`src/rtl/stopwatch_lap_core.sv`:
```
// Single-clock stopwatch/timer: prescaled 0.1 s enable driving an M:SS.t BCD cascade,
// with count-up/down, preload, lap capture and wrap-or-stop terminal behaviour.
module stopwatch_lap_core #(
  parameter int unsigned TICK_DIV  = 10000000,
  parameter int unsigned MIN_LIMIT = 9,
  parameter bit          WRAP      = 1'b0
) (
  input  logic        clk_main,
  input  logic        reset,
  input  logic        start_stop,
  input  logic        clear,
  input  logic        load,
  input  logic [15:0] load_val,
  input  logic        dir,
  input  logic        lap,
  output logic [15:0] live_digits,
  output logic [15:0] disp_digits,
  output logic        running,
  output logic        lap_hold,
  output logic        done,
  output logic        tick
);

  localparam int unsigned      PSC_W   = $clog2(TICK_DIV);
  localparam logic [PSC_W-1:0] PSC_MAX = PSC_W'(TICK_DIV - 1);
  localparam logic [3:0]       MIN_D   = 4'(MIN_LIMIT);

  typedef enum logic [1:0] {
    S_IDLE,
    S_RUN,
    S_PAUSE,
    S_DONE
  } state_e;

  state_e           state_q, state_d;
  logic [PSC_W-1:0] psc_q, psc_d;
  logic [15:0]      live_q, live_d;
  logic [15:0]      lap_q, lap_d;
  logic [15:0]      disp_q, disp_d;
  logic             dir_q, dir_d;
  logic             lap_hold_q, lap_hold_d;
  logic             running_q, running_d;
  logic             done_q, done_d;
  logic             tick_q, tick_d;

  logic        load_ok;
  logic        run_step;
  logic        zero_stall;
  logic        tick_ev;
  logic [3:0]  d0, d1, d2, d3;
  logic [15:0] up_val, dn_val, step_val, ld_val;
  logic        up_term, step_term;

  assign {d3, d2, d1, d0} = live_q;

  // Event decode: clear > load (ignored in RUN) > start_stop > counting.
  assign load_ok    = load && (state_q != S_RUN);
  assign run_step   = (state_q == S_RUN) && !clear && !start_stop;
  assign zero_stall = run_step && dir_q && (live_q == '0) && (WRAP == 1'b0);
  assign tick_ev    = run_step && !zero_stall && (psc_q == PSC_MAX);

  always_comb begin
    up_val  = live_q;
    up_term = 1'b0;
    if (d0 < 4'd9) begin
      up_val[3:0] = d0 + 4'd1;
    end else begin
      up_val[3:0] = '0;
      if (d1 < 4'd9) begin
        up_val[7:4] = d1 + 4'd1;
      end else begin
        up_val[7:4] = '0;
        if (d2 < 4'd5) begin
          up_val[11:8] = d2 + 4'd1;
        end else begin
          up_val[11:8] = '0;
          if (d3 < MIN_D) begin
            up_val[15:12] = d3 + 4'd1;
          end else begin
            up_val[15:12] = '0;
            up_term       = 1'b1;
          end
        end
      end
    end
  end

  // Borrowing from 0:00.0 naturally yields MIN_LIMIT:59.9, which is the WRAP=1 reload.
  always_comb begin
    dn_val = live_q;
    if (d0 != 4'd0) begin
      dn_val[3:0] = d0 - 4'd1;
    end else begin
      dn_val[3:0] = 4'd9;
      if (d1 != 4'd0) begin
        dn_val[7:4] = d1 - 4'd1;
      end else begin
        dn_val[7:4] = 4'd9;
        if (d2 != 4'd0) begin
          dn_val[11:8] = d2 - 4'd1;
        end else begin
          dn_val[11:8] = 4'd5;
          if (d3 != 4'd0) begin
            dn_val[15:12] = d3 - 4'd1;
          end else begin
            dn_val[15:12] = MIN_D;
          end
        end
      end
    end
  end

  always_comb begin
    step_val  = live_q;
    step_term = 1'b0;
    if (dir_q) begin
      step_val  = dn_val;
      step_term = (dn_val == '0);
    end else begin
      step_val  = (up_term && (WRAP == 1'b0)) ? live_q : up_val;
      step_term = up_term;
    end
  end

  always_comb begin
    ld_val[15:12] = (load_val[15:12] > MIN_D) ? MIN_D : load_val[15:12];
    ld_val[11:8]  = (load_val[11:8] > 4'd5) ? 4'd5 : load_val[11:8];
    ld_val[7:4]   = (load_val[7:4] > 4'd9) ? 4'd9 : load_val[7:4];
    ld_val[3:0]   = (load_val[3:0] > 4'd9) ? 4'd9 : load_val[3:0];
  end

  always_ff @(posedge clk_main) begin
    if (reset) begin
      state_q <= S_IDLE;
    end else begin
      state_q <= state_d;
    end
  end

  always_comb begin
    state_d = state_q;
    if (clear) begin
      state_d = (state_q == S_RUN) ? S_RUN : S_IDLE;
    end else if (load_ok) begin
      state_d = (state_q == S_DONE) ? S_IDLE : state_q;
    end else if (start_stop) begin
      unique case (state_q)
        S_IDLE:  state_d = S_RUN;
        S_RUN:   state_d = S_PAUSE;
        S_PAUSE: state_d = S_RUN;
        S_DONE:  state_d = S_DONE;
        default: state_d = S_IDLE;
      endcase
    end else if (zero_stall) begin
      state_d = S_DONE;
    end else if (tick_ev && step_term && (WRAP == 1'b0)) begin
      state_d = S_DONE;
    end
  end

  always_comb begin
    psc_d  = psc_q;
    live_d = live_q;
    tick_d = 1'b0;
    if (clear) begin
      psc_d  = '0;
      live_d = '0;
    end else if (load_ok) begin
      psc_d  = '0;
      live_d = ld_val;
    end else if (zero_stall) begin
      psc_d = '0;
    end else if (run_step) begin
      if (tick_ev) begin
        psc_d  = '0;
        live_d = step_val;
        tick_d = 1'b1;
      end else begin
        psc_d = psc_q + 1'b1;
      end
    end
  end

  always_comb begin
    dir_d      = (state_q != S_RUN) ? dir : dir_q;
    lap_d      = lap_q;
    lap_hold_d = lap_hold_q;
    if (clear) begin
      lap_hold_d = 1'b0;
    end else if (lap) begin
      if (!lap_hold_q) begin
        lap_d      = live_q;
        lap_hold_d = 1'b1;
      end else begin
        lap_hold_d = 1'b0;
      end
    end
  end

  always_comb begin
    running_d = (state_d == S_RUN);
    done_d    = (state_d == S_DONE);
    disp_d    = lap_hold_d ? lap_d : live_d;
  end

  always_ff @(posedge clk_main) begin
    if (reset) begin
      psc_q      <= '0;
      live_q     <= '0;
      lap_q      <= '0;
      disp_q     <= '0;
      dir_q      <= 1'b0;
      lap_hold_q <= 1'b0;
      running_q  <= 1'b0;
      done_q     <= 1'b0;
      tick_q     <= 1'b0;
    end else begin
      psc_q      <= psc_d;
      live_q     <= live_d;
      lap_q      <= lap_d;
      disp_q     <= disp_d;
      dir_q      <= dir_d;
      lap_hold_q <= lap_hold_d;
      running_q  <= running_d;
      done_q     <= done_d;
      tick_q     <= tick_d;
    end
  end

  assign live_digits = live_q;
  assign disp_digits = disp_q;
  assign running     = running_q;
  assign lap_hold    = lap_hold_q;
  assign done        = done_q;
  assign tick        = tick_q;

endmodule

```
`config.mk`:
```
export PLATFORM = sky130hd
export DESIGN_NAME = stopwatch_lap_core
export DESIGN_NICKNAME = d
export VERILOG_FILES = /design/src/rtl/stopwatch_lap_core.sv
export SDC_FILE = /design/constraint.sdc
export NUM_CORES = 1
export LEC_CHECK = 0
export CELL_PAD_IN_SITES_DETAIL_PLACEMENT = 1
export CELL_PAD_IN_SITES_GLOBAL_PLACEMENT = 1
export CORE_MARGIN = 5
export CORE_UTILIZATION = 42
export DETAILED_ROUTE_END_ITERATION = 7
export PLACE_DENSITY_LB_ADDON = 0.1
export SLEW_MARGIN = 15
export SYNTH_ARGS = -nofsm -noshare
export SYNTH_HDL_FRONTEND = slang
export SYNTH_SLANG_ARGS = --single-unit
```
`constraint.sdc`:
```
create_clock -name clk_main -period 3.15 [get_ports clk_main]
set_input_delay 0.63 -clock clk_main [delete_from_list [all_inputs] [get_ports clk_main]]
set_output_delay 0.63 -clock clk_main [all_outputs]
set_load 0.005 [all_outputs]
```
**Word-level counts from Yosys, hierarchy flattened**

Index checks and enable logic that the tools add are counted.

- Bits in registers: 79
- Bits in writable memories: 0
- Input port bits: 23
- Memory bits (read-only): 0
- Latch bits: 0
- Logic and storage cells: 103
- Memories: 0

- Reduce and logical (&&, ||, !) cells: 21
- $lt $le $gt $ge: 8
- Equality and inequality tests: 7
- Shift-type cells: 0
- Muxes and demuxes: 47
- $add $sub $neg: 9
- Multiply operators: 0
- Bitwise gates (word level): 1
- Divide/modulo/power cells: 0

Operators by type and width:

| kind | number |
|---|---|
| $mux 16 | 11 |
| $mux 4 | 14 |
| $logic_not 16->1 | 2 |
| $add 24x1->24 const B | 1 |
| $eq 24x24->1 const B | 1 |
| $mux 12 | 2 |
| $mux 24 | 1 |
| $add 4x1->4 const B | 4 |
| $mux 8 | 2 |
| $reduce_bool 4->1 | 4 |
| $sub 4x1->4 const B | 4 |
| $gt 4x4->1 const B | 3 |
| $lt 4x4->1 const B | 3 |
| $mux 2 | 6 |
| $mux 1 | 10 |
| $logic_and 1x1->1 | 8 |
| $eq 2x2->1 const B | 3 |
| $pmux 2 s3 | 1 |
| $reduce_or 5->1 | 1 |
| $eq 2x1->1 const B | 2 |
| $gt 4x3->1 const B | 1 |
| $lt 4x3->1 const B | 1 |
| $reduce_or 4->1 | 1 |
| $logic_not 1->1 | 3 |
| 4 further kinds | 4 |

**Depth between registers and ports, before layout**

- Word-level depth: 15
- Mapped depth: 10

**Worst setup path before layout**

OpenSTA, ideal clock, no wires.

- Kind: flip-flop to flip-flop
- Start point: register live_q[4] (netlist: live_digits[4])
- End point: register running_q (netlist: running)
- Data required time: 3.035 ns
- Arrival time: 2.351 ns
- Buffers on the path: 1
- Path slack: 0.683 ns
- Clock period less this slack: 2.467 ns
- Stages on the path, launching flop included: 10
- Path through: dfxtp_1 clkbuf_1 inv_1 ha_1 nor2_1 nand3_2 a2111oi_2 nand4_1 or4_4 and3_1

- Longest elaborated chain between the ends: 12
- Elaborated cells on any way between the ends: 22

RTL lines:

| item | line | source |
|---|---|---|
| from (decl) | 37 | `logic [15:0] live_q, live_d;` |
| from (signal assigned) | 219 | `live_q <= live_d;` |
| $sub 4x1->4, or another cell as far along | 96 | `dn_val[7:4] = d1 - 4'd1;` |
| $mux 4, or another cell as far along | 95 | `if (d1 != 4'd0) begin` |
| $mux 12 or $logic_not 1->1 (tied branches) | 91, 60 |  |
| $logic_not 16->1 or $logic_and 1x1->1 (tied branches) | 118, 60 |  |
| $mux 1 or $logic_and 1x1->1 (tied branches) | 116, 60 |  |
| $logic_and 1x1->1 | 156 | `end else if (tick_ev && step_term && (WRAP == 1'b0)) begin` |
| $mux 2 | 156 |  |
| $mux 2 (*) | 154 | `end else if (zero_stall) begin` |
| $mux 2 (*) | 146 | `end else if (start_stop) begin` |
| $mux 2 (*) | 144 | `end else if (load_ok) begin` |
| $mux 2 (*) | 142 | `if (clear) begin` |
| $eq 2x1->1 (*) | 201 | `running_d = (state_d == S_RUN);` |
| to (signal assigned) | 224 | `running_q <= running_d;` |
| to (decl) | 42 | `logic running_q, running_d;` |

Mark *: on every way between the ends. The rest lies on a longest branch, timed or not.
A chain may end at the register's enable or synchronous reset.

**Worst setup path in the final report**

- Start point: register live_q[5] (netlist: live_digits[5])
- End point: register running_q (netlist: running)

Same word-level chain as after synthesis.

==> flow_summary.json <==
{
  "worst_slew_pin_slew_ns": 0.648,
  "regArea_mm2": 0.00158,
  "viasPerCell": 6.09,
  "drive_above_1_share_pct": 13.4,
  "grtUsageTotal_pct": 26.1,
  "clk_latency_ns": 0.35,
  "yosys.area.top_type": "dfxtp_1",
  "regToRegSetupSlack_ns": 0.24,
  "post-place-ws_ns": 0.164,
  "hold_violations": 0,
  "cp_data_arrival_time_ns": 3.16,
  "r2r_cells": 9,
  "fp.dieArea_mm2": 0.0135,
  "worstHoldStart": "lap_q[14]$_SDFF_PP0_",
  "vias": 4844,
  "ys.flop_type": "dfxtp_1",
  "cts.htree.levels": 3,
  "status": "finished, final reports clean",
  "postSynthCellCount": 576,
  "clock_skew_ns": 0.00722,
  "worst_setup_path_end_kind": "register",
  "period_minus_slack_ns": 2.91,
  "numClockSinks": 79,
  "cp.required_ns": 3.40,
  "post_cts_resize_count": 0,
  "area_growth_pct": 25.7,
  "drtIter0Drc": 323,
  "path_class": "register to register",
  "async_flop_share_pct": 0,
  "grt_start_max_net_pins": 31,
  "hold_end": "lap_q[14]$_SDFF_PP0_",
  "timing.final.ws_setup_ns": 0.236,
  "fin_tns_setup_ns": 0,
  "r2r-start": "live_digits[5]$_SDFF_PP0_",
  "ys_types": 80,
  "ir_drop_uv": 342,
  "powerDensity_mw_per_mm2": 438,
  "start_util_pct": 43.4,
  "first_pass_iters": 5,
  "place_congestion": 0.878,
  "drc": 0,
  "cts_tree": "built",
  "whs_path_depth": 2,
  "die_y_um": 116,
  "cts_setup_buffers": 0,
  "clock_path_buffers": 2,
  "die_w_um": 116,
  "synthTopCellsByArea": "dfxtp_1 33%, nor2_1 5.7%, mux2i_1 4.2%",
  "post-route-period-util_pct": 92.5,
  "synth_nets": 609,
  "path_max_fanout": 9,
  "r2r_end": "running$_SDFF_PP0_",
  "syn-cell-area_mm2": 0.00474,
  "relSlewSlack_pct": 56.8,
  "diodes": 0,
  "nFillCells": 1332,
  "portBuffers": 58,
  "setup_viol": 0,
  "core_mm2": 0.0109,
  "grt_pass1_wl_um": 27300,
  "synth_area_per_cell_um2": 8.23,
  "antenna_found_initial": 0,
  "ys_seq_elements": 79,
  "p_leak_uw": 0.00219,
  "path_clk_slew_ns": 0.06,
  "yosys_warnings": 0,
  "multi_input_area_mm2": 0.00292,
  "maxCapViolations": 0,
  "netlist.area_leader.share_pct": 33.4,
  "final_max_slew_viol_count": 0,
  "grt_pass1_vias": 4986,
  "detailed_place_hpwl_um": 12600,
  "num_rows": 38,
  "postRouteWirelength_um": 17000,
  "root_buffer": "clkbuf_16",
  "overflow": 0,
  "rsz0062_at_grt": "false",
  "antenna_left": 0,
  "ys_seq_area_share_pct": 33.4,
  "numCtsBuffers": 9,
  "fmax_mhz": 343,
  "hold_path_class": "register to register",
  "nNetsFinal": 684,
  "wl_per_cell_um": 21.3,
  "synth_edf_count": 0,
  "startpoint_type": "register",
  "hold_buffers": 0,
  "ios": 59
}
-- critical path, cell delays in order, from the launching register on --
cell and delay [ns]:
dfxtp_1 0.31, inv_1 0.07, ha_1 0.32, nor3b_2 0.59, buf_4 0.24, nand2_1 0.09, o21ba_2 0.29, o21ai_0 0.16
or4_4 0.57, and3_1 0.17
-- through the flow --
stage               hold WS [ns]  cells  power (µW)  instance area [µm²]  utilization, %
global route               0.525    796        2710                 5960            54.5
floorplan                  0.448    576        1300                 4740               -
global placement           0.465    780        1470                 5650            51.6
finish                     0.491    796        2610                 5960            54.5
CTS                        0.496    796        2620                 5960            54.5
detailed placement         0.478    780        1480                 5650            51.6
-- cell usage after synthesis, types with 7 or more instances --
| master | count |
|---|---|
| a21oi_1 | 31 |
| a31oi_1 | 13 |
| and3_1 | 13 |
| buf_2 | 8 |
| clkbuf_1 | 19 |
| dfxtp_1 | 79 |
| ha_1 | 10 |
| inv_1 | 23 |
| mux2i_1 | 20 |
| nand2_1 | 38 |
| nand2b_1 | 10 |
| nand3_1 | 19 |
| nand4_1 | 15 |
| nor2_1 | 72 |
| nor2b_1 | 10 |
| nor3_1 | 10 |
| o211ai_1 | 7 |
| o21ai_0 | 27 |
| xnor2_1 | 12 |
| xor2_1 | 9 |
-- layout by cell type, fill, tap and decap left out, types with 12 or more instances in the layout --
master / count
dfxtp_1: 79
nor2_1: 72
clkdlybuf4s50_1: 58
buf_4: 41
nand2_1: 38
a21oi_1: 31
o21ai_0: 27
inv_1: 23
mux2i_1: 20
nand3_1: 19
nand4_1: 15
and3_1: 13
a31oi_1: 13
xnor2_1: 12
-- cell families after synthesis --
kind of cell,count (synthesis),share of synthesized area (%)
compound gates,148,22.4
xor+xnor,21,3.88
fa+ha+maj,10,2.64
buf+inv,58,5.28
flops,79,33.4
mux,21,4.46
simple gates,239,28.0
-- power breakdown --
group / switching (µW) / internal (µW)
combinational: 236 / 186
sequential: 22.0 / 1030
clock: 447 / 695
-- layout make-up --
cell class	instances	area share [%]
Tap cell	140	2.94
Clock inverter	5	1.39
Multi-Input combinational cell	439	48.9
Timing Repair Buffer	99	14.9
Inverter	23	1.45
Clock buffer	11	3.90
Sequential cell	79	26.5
-- how the worst max path moves through the flow --
stage | start | endpoint | slack [ns] | cells after the start
floorplan | live_digits[4]$_SDFF_PP0_ | running$_SDFF_PP0_ | 0.68 | 9
global placement | start_stop | running$_SDFF_PP0_ | 0.20 | 8
detailed placement | start_stop | running$_SDFF_PP0_ | 0.16 | 8
CTS | live_digits[5]$_SDFF_PP0_ | running$_SDFF_PP0_ | 0.25 | 9
global route | live_digits[1]$_SDFF_PP0_ | running$_SDFF_PP0_ | 0.1 | 8
finish | live_digits[5]$_SDFF_PP0_ | running$_SDFF_PP0_ | 0.24 | 9
-- registers in the layout, summed over array words and instances (netlist names) --
signal and count:
psc_q 24, disp_digits 16, lap_q 16, live_digits 16, state_q 2, dir_q 1
done 1, lap_hold 1, running 1, tick 1
-- metal layers --
metal / GRT usage, % / vias up / routed length (µm)
met2: 39.5 / 139 / 7480
li1: - / 2260 / -
met5: 0 / - / 0
met3: 4.40 / 22 / 862
met1: 37.3 / 2423 / 8310
met4: 9.13 / 0 / 317
Power figures use the tool's default switching activity.
==> patch: new RTL, same flow settings <==
Make the reset (`reset`) asynchronous in 2 clocked blocks.
--- a/src/rtl/stopwatch_lap_core.sv
+++ b/src/rtl/stopwatch_lap_core.sv
@@ -131,3 +131,3 @@
 
-  always_ff @(posedge clk_main) begin
+  always_ff @(posedge clk_main or posedge reset) begin
     if (reset) begin
@@ -205,3 +205,3 @@
 
-  always_ff @(posedge clk_main) begin
+  always_ff @(posedge clk_main or posedge reset) begin
     if (reset) begin
Check against the original RTL: differs if reset is asserted again (counterexample within 4 cycles, from zero or initial values and one cycle with reset high); with reset held inactive, the same outputs for 4 cycles.
==> patch against the unedited design <==
- sequential cell count unchanged
- area after synthesis increased by 6.0%
- worst setup slack got worse by 41 ps
- wire length increased by 3.2%
- design area increased by 6.9%
- via count increased by 2.1%
- die area increased by 5.5%
- first-iteration DRC count decreased by 4.6%
- synthesized cell count decreased by 1.0%
- largest cell class unchanged
Power is not compared: it rests on default switching activity, and its combinational part moved more than twofold at a synthesized area within 25%.
==> patch: results <==
{
  "vias": 4948,
  "synth_common_cells": "dfrtp_1 (79), nor2_1 (48), o21ai_0 (46)",
  "tightest_slew_ps": 622,
  "first_iter_violations": 308,
  "synth_compound_area_share_pct": 22.5,
  "place_congestion": 0.889,
  "yosys.area_share.adder_pct": 2.49,
  "yosys-top-cells-area": "dfrtp_1 (39%), o21ai_0 (4.6%), mux2_2 (4.0%)",
  "synth_xor_area_share_pct": 2.27,
  "clkLatencyLatePin_ps": 350,
  "cts_inserted_buffers": 9,
  "grt_first_pass_wirelength_um": 28600,
  "r2r-start": "live_digits[1]",
  "grt_pass1_vias": 5243,
  "cp_max_fo": 6,
  "r2r_end": "running",
  "min_path_type": "in -> async",
  "placed_area_um2": 6040,
  "status": "completed",
  "finalClockSkew_ps": 6.00,
  "drive_gt1_share_pct": 14.4,
  "dp_hpwl_um": 12700,
  "ff2ff_setup_slack_ps": 200,
  "grt_max_degree": 43,
  "synthMuxAreaShare_pct": 4.43,
  "antenna_found_initial": 0,
  "dp_cells": 791,
  "cp_slowest_cell": "a2111oi_0",
  "seq_area_frac_synth_pct": 39.3,
  "synthArstFlopShare_pct": 100,
  "numPortBuffers": 58,
  "drt_pass1_iterations": 4,
  "slowest_delay_ps": 610,
  "syn_inst": 570,
  "nets": 688
}
patch: per-layer routing:
| metal | track usage [%] | routed length, µm | part of all wire [%] | vias up |
|---|---|---|---|---|
| met4 | 8.45 | 304 | 1.7 | 0 |
| met3 | 4.08 | 972 | 5.6 | 21 |
| met1 | 34.6 | 7950 | 45 | 2502 |
| met2 | 40.6 | 8280 | 47 | 112 |
| li1 | - | - | - | 2313 |
| met5 | 0 | 0 | 0 | - |
patch: metrics by stage:
stage / power (mW) / hold slack (ps) / utilization [%] / setup WS (ps)
final: 3.19 / 494 / 53.7 / 195
after CTS: 3.21 / 494 / 53.7 / 48.3
after detailed placement: 2.03 / 484 / 50.9 / 74.4
after floorplan: 1.64 / 451 / - / 296
after global placement: 2.00 / 478 / 50.9 / 99.3
after global routing: 3.34 / 505 / 53.7 / 17.9
patch: layout make-up:
| type | instances | area (µm²) |
|---|---|---|
| inverter | 19 | 75.1 |
| clock buffer | 10 | 239 |
| fill | 1382 | 5490 |
| sequential | 79 | 1980 |
| tap | 147 | 184 |
| multi-input combinational | 439 | 2830 |
| clock inverter | 6 | 92.6 |
| timing repair buffer | 107 | 973 |
patch: critical path: cells and delay by family (launching register included):
| family | cells | cell delay, ps |
|---|---|---|
| AO/OA/AOI/OAI | 3 | 1020 |
| flip-flops | 1 | 390 |
| AND/OR/NAND/NOR | 3 | 860 |
| buffers and inverters | 2 | 310 |
| adder cells (fa/ha/maj) | 1 | 250 |
patch: worst max-delay path by stage:
stage	to	slack, ps	cells past startpoint
5_1_grt	running	20	9
3_5_place_dp	disp_digits[4]	70	7
2_1_floorplan	disp_digits[0]	300	13
3_3_place_gp	running	100	9
6_report	running	200	9
4_1_cts	running	50	9
